## src/rtl/udcnt_pkg.sv

```systemverilog
// udcnt_pkg: shared definitions for the parametrised up/down counter.
//   ud_e       direction encoding seen on the u_d input (UD_UP / UD_DOWN)
//   MODE_WRAP  SATURATE value selecting wrap-around at the range ends
//   MODE_SAT   SATURATE value selecting hold at the range ends
//   clamp_ld   maps a load value into 0..modulo-1 (values past the top become modulo-1)
package udcnt_pkg;

  typedef enum logic {
    UD_DOWN = 1'b0,
    UD_UP   = 1'b1
  } ud_e;

  localparam int unsigned MODE_WRAP = 0;
  localparam int unsigned MODE_SAT  = 1;

  // 64-bit operands so that MODULO == 2**32 is representable.
  function automatic logic [63:0] clamp_ld(input logic [63:0] d, input logic [63:0] modulo);
    return (d < modulo) ? d : (modulo - 64'd1);
  endfunction

endpackage

```

## src/rtl/udcnt_next.sv

```systemverilog
// udcnt_next: combinational next-count and range-end detection.
//   q       current count
//   u_d     direction (1 = up, 0 = down)
//   next_q  count after one enabled step, honouring wrap/saturate mode
//   at_top  q == MODULO-1
//   at_bot  q == 0
module udcnt_next
  import udcnt_pkg::*;
#(
  parameter int unsigned      WIDTH    = 4,
  parameter longint unsigned  MODULO   = 16,
  parameter int unsigned      SATURATE = 0
) (
  input  logic [WIDTH-1:0] q,
  input  logic             u_d,
  output logic [WIDTH-1:0] next_q,
  output logic             at_top,
  output logic             at_bot
);

  localparam logic [WIDTH-1:0] MAX_Q  = WIDTH'(MODULO - 64'd1);
  localparam bit               IS_SAT = (SATURATE == MODE_SAT);

  logic [WIDTH:0] q_w;
  logic [WIDTH:0] nxt_w;

  assign q_w    = {1'b0, q};
  assign at_top = (q == MAX_Q);
  assign at_bot = (q == '0);

  // One guard bit keeps q+1 exact when MODULO == 2**WIDTH.
  always_comb begin
    nxt_w = q_w;
    if (u_d == UD_UP) begin
      if (at_top) nxt_w = IS_SAT ? q_w : '0;
      else        nxt_w = q_w + (WIDTH+1)'(1);
    end else begin
      if (at_bot) nxt_w = IS_SAT ? q_w : {1'b0, MAX_Q};
      else        nxt_w = q_w - (WIDTH+1)'(1);
    end
  end

  assign next_q = WIDTH'(nxt_w);

endmodule

```

## src/rtl/udcnt_mod.sv

```systemverilog
// udcnt_mod: parametrised up/down counter with load, wrap/saturate mode,
// terminal count and sticky overflow/underflow flags.
//   clk  system clock, all state on rising edge
//   rst  synchronous active-high reset (highest priority)
//   en   count enable, one step per enabled clock
//   u_d  direction: 1 = up, 0 = down
//   ld   synchronous parallel load (overrides en)
//   d    load value, clamped to MODULO-1
//   q    registered count
//   tc   combinational terminal count for the current direction, gated by en
//   ovf  sticky flag, set on an up-step from MODULO-1
//   unf  sticky flag, set on a down-step from 0
module udcnt_mod
  import udcnt_pkg::*;
#(
  parameter int unsigned      WIDTH    = 4,
  parameter longint unsigned  MODULO   = 16,
  parameter int unsigned      SATURATE = MODE_WRAP
) (
  input  logic             clk,
  input  logic             rst,
  input  logic             en,
  input  logic             u_d,
  input  logic             ld,
  input  logic [WIDTH-1:0] d,
  output logic [WIDTH-1:0] q,
  output logic             tc,
  output logic             ovf,
  output logic             unf
);

  logic [WIDTH-1:0] q_q, q_d;
  logic             ovf_q, ovf_d;
  logic             unf_q, unf_d;
  logic [WIDTH-1:0] step_q;
  logic             at_top, at_bot;

  udcnt_next #(
    .WIDTH    (WIDTH),
    .MODULO   (MODULO),
    .SATURATE (SATURATE)
  ) u_next (
    .q      (q_q),
    .u_d    (u_d),
    .next_q (step_q),
    .at_top (at_top),
    .at_bot (at_bot)
  );

  always_comb begin
    q_d   = q_q;
    ovf_d = ovf_q;
    unf_d = unf_q;
    if (ld) begin
      q_d   = WIDTH'(clamp_ld(64'(d), 64'(MODULO)));
      ovf_d = 1'b0;
      unf_d = 1'b0;
    end else if (en) begin
      q_d = step_q;
      if ((u_d == UD_UP) && at_top)   ovf_d = 1'b1;
      if ((u_d == UD_DOWN) && at_bot) unf_d = 1'b1;
    end
  end

  always_ff @(posedge clk) begin
    if (rst) begin
      q_q   <= '0;
      ovf_q <= 1'b0;
      unf_q <= 1'b0;
    end else begin
      q_q   <= q_d;
      ovf_q <= ovf_d;
      unf_q <= unf_d;
    end
  end

  assign q   = q_q;
  assign ovf = ovf_q;
  assign unf = unf_q;
  assign tc  = en & ((u_d & at_top) | (~u_d & at_bot));

endmodule

```

## config.mk

```make
export PLATFORM = sky130hd
export DESIGN_NAME = udcnt_mod
export DESIGN_NICKNAME = d
export VERILOG_FILES = /design/src/rtl/udcnt_pkg.sv /design/src/rtl/udcnt_next.sv /design/src/rtl/udcnt_mod.sv
export SDC_FILE = /design/constraint.sdc
export NUM_CORES = 1
export LEC_CHECK = 0
export CAP_MARGIN = 40
export CELL_PAD_IN_SITES_DETAIL_PLACEMENT = 1
export CELL_PAD_IN_SITES_GLOBAL_PLACEMENT = 2
export CORE_MARGIN = 3
export CORE_UTILIZATION = 22
export CTS_CLUSTER_DIAMETER = 50
export DETAILED_ROUTE_END_ITERATION = 7
export GPL_TIMING_DRIVEN = 0
export PLACE_DENSITY_LB_ADDON = 0.2
export REMOVE_ABC_BUFFERS = 1
export SETUP_SLACK_MARGIN = 0.1
export SLEW_MARGIN = 30
export SYNTH_ARGS = -nofsm -noshare
export SYNTH_HDL_FRONTEND = slang
export SYNTH_SLANG_ARGS = --single-unit
```

## constraint.sdc

```tcl
create_clock -name clk -period 2.3 [get_ports clk]
set_clock_uncertainty 0.2 [all_clocks]
set_input_delay 0.345 -clock clk [delete_from_list [all_inputs] [get_ports clk]]
set_output_delay 0.345 -clock clk [all_outputs]
set_load 0.02 [all_outputs]
```

=== Word level (Yosys, flattened, before mapping) ===
Cells that the tools add are included.

* Flip-flop bits (word level): 6
* Logic and storage cells: 23
* Output and inout port bits: 7

* Muxes and demuxes: 5
* Bitwise operators: 5
* $add $sub $neg: 2
* Equal/unequal tests: 1
* Reduce and logical (&&, ||, !) cells: 7

{| class="wikitable"
|+ Operators with widths
! kind !! count
|-
| 4-bit two-way mux || 5
|-
| 4-bit by 1-bit adder with 4-bit output, second input constant || 1
|-
| 4-bit == test, second input constant || 1
|-
| 4-bit logical NOT || 1
|-
| 2-bit AND reduction || 2
|-
| 4-bit by 1-bit subtractor with 4-bit output, second input constant || 1
|-
| 1-bit bitwise AND || 3
|-
| 1-bit logical AND || 2
|-
| 2-bit nonzero test || 1
|-
| 2-bit OR reduction || 1
|-
| 1-bit NOT || 1
|-
| 1-bit bitwise OR || 1
|}

=== Longest topological paths before layout ===
* Word-level depth: 5
* Mapped depth: 6

=== By module ===
A second synthesis with hierarchy kept.

* Cells, all modules: 47
* Area total of the unflattened synthesis: 416.6 um2

{| class="wikitable"
|+ Modules (own cells, without submodules)
! module !! area each (um2) !! cells each !! seq. area each (um2) !! instances
|-
| udcnt_mod || 276.5 || 27 || 120.1 || 1
|-
| udcnt_next || 140.1 || 20 || 0.0 || 1
|}

=== Worst setup path before layout ===
OpenSTA, ideal clock, no wires.

* Kind: flip-flop to flip-flop
* From: reg q_q[3], in the netlist q[3]
* To: reg q_q[3], in the netlist q[3]
* Clock period less this slack: 1.853 ns
* Library setup time: 0.142 ns
* Arrival: 1.511 ns
* Path buffers: 1
* Cell stages (with the launch flop): 6
* Path slack: 0.447 ns
* Cells stage by stage: dfxtp_1 -> buf_4 -> or4b_1 -> o31a_1 -> a2111oi_2 -> a2111oi_1

* Longest elaborated chain between the ends: 5

{| class="wikitable"
|+ Ends and longest elaborated chain
! item !! line !! text
|-
| start: declaration || udcnt_mod.sv:32 || <nowiki>logic [WIDTH-1:0] q_q, q_d;</nowiki>
|-
| start signal: assignment || udcnt_mod.sv:71 || <nowiki>q_q <= q_d;</nowiki>
|-
| 4-bit by 1-bit subtractor with 4-bit output, or another cell as far along || udcnt_next.sv:39 || <nowiki>else nxt_w = q_w - (WIDTH+1)'(1);</nowiki>
|-
| 4-bit two-way mux, on equally long branches || udcnt_next.sv:38, udcnt_next.sv:35 ||
|-
| 4-bit two-way mux * || udcnt_next.sv:34 || <nowiki>if (u_d == UD_UP) begin</nowiki>
|-
| 4-bit two-way mux * || udcnt_mod.sv:58 || <nowiki>end else if (en) begin</nowiki>
|-
| 4-bit two-way mux * || udcnt_mod.sv:54 || <nowiki>if (ld) begin</nowiki>
|}

Mark *: on every way between the ends. The rest lies on a longest branch, timed or not. The select of a mux whose other input is x is not followed.
A chain may end at the register's enable or synchronous reset.

=== Worst setup path after layout ===
* From: reg q_q[0], in the netlist q[0]
* To: out tc

* Longest elaborated chain between the ends: 4

{| class="wikitable"
|+ Ends and longest elaborated chain
! item !! line !! text
|-
| 4-bit == test or 4-bit logical NOT (tied branches) || udcnt_next.sv:28, udcnt_next.sv:29 ||
|-
| 1-bit bitwise AND || udcnt_mod.sv:80 || <nowiki>assign tc = en & ((u_d & at_top) | (~u_d & at_bot));</nowiki>
|-
| 1-bit bitwise OR * || udcnt_mod.sv:80 ||
|-
| 1-bit bitwise AND * || udcnt_mod.sv:80 ||
|-
| end: declaration || udcnt_mod.sv:27 || <nowiki>output logic tc,</nowiki>
|}

Mark *: on every way between the ends. The rest lies on a longest branch, timed or not.

==> flow_summary.rst <==
.. list-table::
   :header-rows: 1

   * - Metric
     - Value
   * - Async set-reset flop share out of synthesis
     - 0%
   * - Standard-cell row count
     - 15
   * - Share of final-layout standard cells stronger than drive strength 1
     - between 10% and 20%
   * - Final Hold Fails
     - 0
   * - Xor/xnor share of the synthesized area
     - 4.204%
   * - CTS sink count
     - 6
   * - Worst-skew pair later-pin latency
     - 0.25 ns
   * - Mean instance size in the synthesized netlist
     - 8.013 um2
   * - Antenna violations before repair
     - 0
   * - Count of buffers inserted at the top-level ports
     - 15
   * - Last weighted congestion value of the routability-driven placer
     - 0.6990
   * - Gate count after technology mapping
     - 52
   * - GRT Util Overall
     - 10.49%
   * - Most used standard cell by instance count after synthesis
     - inv_1
   * - I/O pin count
     - 16
   * - Worst Max-Slew Pin Slew
     - 0.3799 ns
   * - Antenna Cells
     - 0
   * - Final cell area excluding filler cells
     - 620.6 um2
   * - Pin count of the biggest net entering global routing
     - 12
   * - Area growth from synthesis to layout
     - 48.95%
   * - Detailed-route wire length per cell
     - 12.52 um
   * - Number of synthesis warnings
     - 0
   * - Iteration-0 DRC count of the detailed router
     - 1
   * - Via density per instance
     - 4.839
   * - Number of buffers inserted by hold repair at cts
     - 0
   * - Final sum of negative setup slack
     - 0 ns
   * - Count of state elements after synthesis
     - 6
   * - Arithmetic-cell share of the synthesized area counting full adders, half adders and majority gates
     - under 10%
   * - Critical setup path kind
     - reg -> out
   * - Total leakage power
     - 0.2607 nW
   * - Sum of routed wire length over all layers
     - 1164 um
   * - Highest-delay cell along the critical path
     - dfxtp_2
   * - Multiplexer share of the synthesized area
     - 4.805%
   * - Maximum frequency from static timing analysis
     - 0.4968 GHz
   * - CTS tree
     - built
   * - Status
     - complete, no violations
   * - Mapped Area
     - 416.7 um2
   * - Cell types with the largest area share after synthesis
     - dfxtp_1, inv_1, ha_1
   * - Clock root buffer master
     - clkbuf_4
   * - Number of global-route vias before repair
     - between 400 and 500
   * - Number of iterations in the first detailed-routing pass
     - 4
   * - Number of max-capacitance violations reported
     - 0
   * - Compound-Gate Fraction of Synth Area
     - 28.23%
   * - Remaining antenna violation count
     - 0
   * - Number of cells after detailed placement
     - 89
   * - First-pass GRT wire length
     - ~2000 um
   * - Sequential area share after synthesis
     - 28.83%
   * - Share of the cycle needed by the critical path after routing
     - between 80% and 90%
   * - Largest stage delay on the critical path
     - 0.36 ns
   * - Gr ovfl total
     - 0
   * - Floorplan die width
     - 49.52 um
   * - Maximum level of the CTS H-tree
     - 1
   * - Critical path arrival
     - 1.47 ns
   * - Dominant synthesized flop cell
     - dfxtp_1
   * - Area share of and/or/nand/nor cells after synthesis
     - 17.12%
   * - Kind of launch point of the worst setup path
     - flip-flop
   * - Post-synthesis cell type with the largest combined area
     - dfxtp_1
   * - Clock transition at path regs
     - 0.05 ns
   * - Cell variety after synth
     - 28
   * - Total Die Area
     - 2452 um2
   * - Chip Height
     - slightly below 50 um
   * - Fin nets
     - 81
   * - Number of flops mapped to enable cells by yosys
     - 0
   * - Number of non-filler instances in the completed layout
     - 93
   * - Final min period
     - 2.013 ns
   * - Largest fanout on the critical path
     - 9
   * - CORE AREA
     - 1764 um2
   * - Power after layout
     - approximately 320 uW
   * - Total setup violations reported at the end of the flow
     - 0
   * - Buffers from clock root to sink, at most
     - 2
   * - Req. time, crit path
     - roughly 1.8 ns
   * - Most instantiated cells after synthesis
     - inv_1, dfxtp_1, a21oi_1, a31oi_1, nor3_1
   * - Max rail drop VDD
     - a little under 0.2 mV
   * - Number of buffers added by the clock tree synthesis step
     - 3
   * - Power density cells
     - 514.5 nW/um2
   * - Final setup slack of the worst path
     - 0.2872 ns
   * - Worst hold path type
     - reg -> reg
   * - Fill cell count
     - 233
   * - Half-perimeter wire length of the detailed placement result
     - a little under 900 um
   * - List of cells traversed by the critical path
     - inv_1 -> ha_1 -> nor3b_4 -> nand3_1 -> nand2_1 -> clkbuf_2
   * - Initial cell density of the core
     - 23.62%
   * - Total DRC errors in the routed layout
     - 0
   * - Max-slew violation total from the final report
     - 0
   * - Worst setup timing slack at the placement stage
     - -0.3538 ns
   * - Worst slew slack as a fraction of its limit
     - between 70% and 80%
   * - Area share of the leading cell type in the synthesized netlist
     - ~29%
   * - Category of the worst setup path capture point
     - output pin
   * - Number of vias in the routed layout
     - 450
   * - Setup repair after global routing missed its margin
     - no
   * - Instance area at placement
     - 583.1 um2
   * - Largest family of logic cells by synthesized area
     - compound AO/OA/AOI/OAI gates
-- cell type report --
cell class                 count  area [um2]  share of cell area (%)
multi-input combinational     35       262.8                   42.34
inverter                       8       30.03                   4.839
tap                           25       31.28                   5.040
sequential                     6       122.6                   19.76
clock buffer                   3       22.52                   3.629
timing repair buffer          16       151.4                   24.40
-- sequential cells by signal, summed over array words and instances (netlist names) --
signal / flops
unf: 1
q: 4
ovf: 1
-- path summary, 6_finish.rpt --
kind         startpoint    to  slack, ns  depth (start not counted)
max                q[0]    tc       0.29                          6
max reg2reg        q[3]  q[3]       0.44                          4
min                 ovf   ovf       0.32                          2
min reg2reg         ovf   ovf       0.32                          2
-- repair_timing --
action | in CTS | in global routing
buffers inserted | 0 | 1
setup endpoints to repair | 1 | 1
gates resized for setup | 7 | 1
-- routing by layer --
metal / track usage [%] / part of all wire (%)
met1: 11.31 / 44
met2: 17.62 / 50
met3: 6.042 / 6.2
met4: 2.304 / 0
met5: 0 / 0
-- cell families after synthesis --
group,Yosys count
xor+xnor,2
buf+inv,11
mux,2
flops,6
compound gates,16
simple gates,13
fa+ha+maj,2
-- power breakdown --
group          internal (mW)  leakage (nW)  switching (mW)  total [mW]
Combinational         0.0501         0.197          0.0433      0.0933
Sequential             0.111        0.0500          0.0146       0.126
Clock                 0.0592        0.0138          0.0407      0.0999
-- placed cells by master (no fill, tap or decap) --
master | Yosys | layout
or4b_1 | 1 | 1
a311oi_1 | 1 | 1
o31a_1 | 1 | 1
a21oi_1 | 3 | 3
dlygate4sd2_1 | 0 | 1
a21o_1 | 1 | 1
ha_1 | 2 | 2
xor2_1 | 1 | 1
dfxtp_1 | 6 | 4
a31oi_1 | 3 | 3
o21a_1 | 1 | 1
a2111oi_2 | 1 | 1
o21ai_1 | 1 | 1
a2111oi_1 | 1 | 1
clkbuf_4 | 0 | 3
nand2_1 | 2 | 2
nand3_1 | 2 | 2
clkdlybuf4s50_1 | 0 | 13
o21ai_0 | 1 | 1
clkbuf_2 | 0 | 1
nor2b_1 | 1 | 1
and3_2 | 1 | 1
xnor2_1 | 1 | 1
buf_4 | 1 | 1
mux2i_1 | 2 | 2
a221oi_1 | 1 | 1
o211ai_1 | 1 | 1
nor3_1 | 3 | 3
dfxtp_2 | 0 | 2
nor3b_4 | 0 | 1
inv_1 | 8 | 8
nor2_1 | 2 | 2
-- per-stage QoR --
stage                     util [%]  hold slack, ns
after floorplan                  -          0.2166
after global placement       33.05          0.2942
after detailed placement     33.05          0.3088
after CTS                    35.04          0.3194
after global routing         35.18          0.3718
final                        35.18          0.3173
-- critical path: cells and delay by family (launching register included) --
family / cells / cell delay [ns]
buffers and inverters: 2 / 0.25
AND/OR/NAND/NOR: 3 / 0.39
flip-flops: 1 / 0.36
adder cells (fa/ha/maj): 1 / 0.20
(Power assumes the default switching activity.)
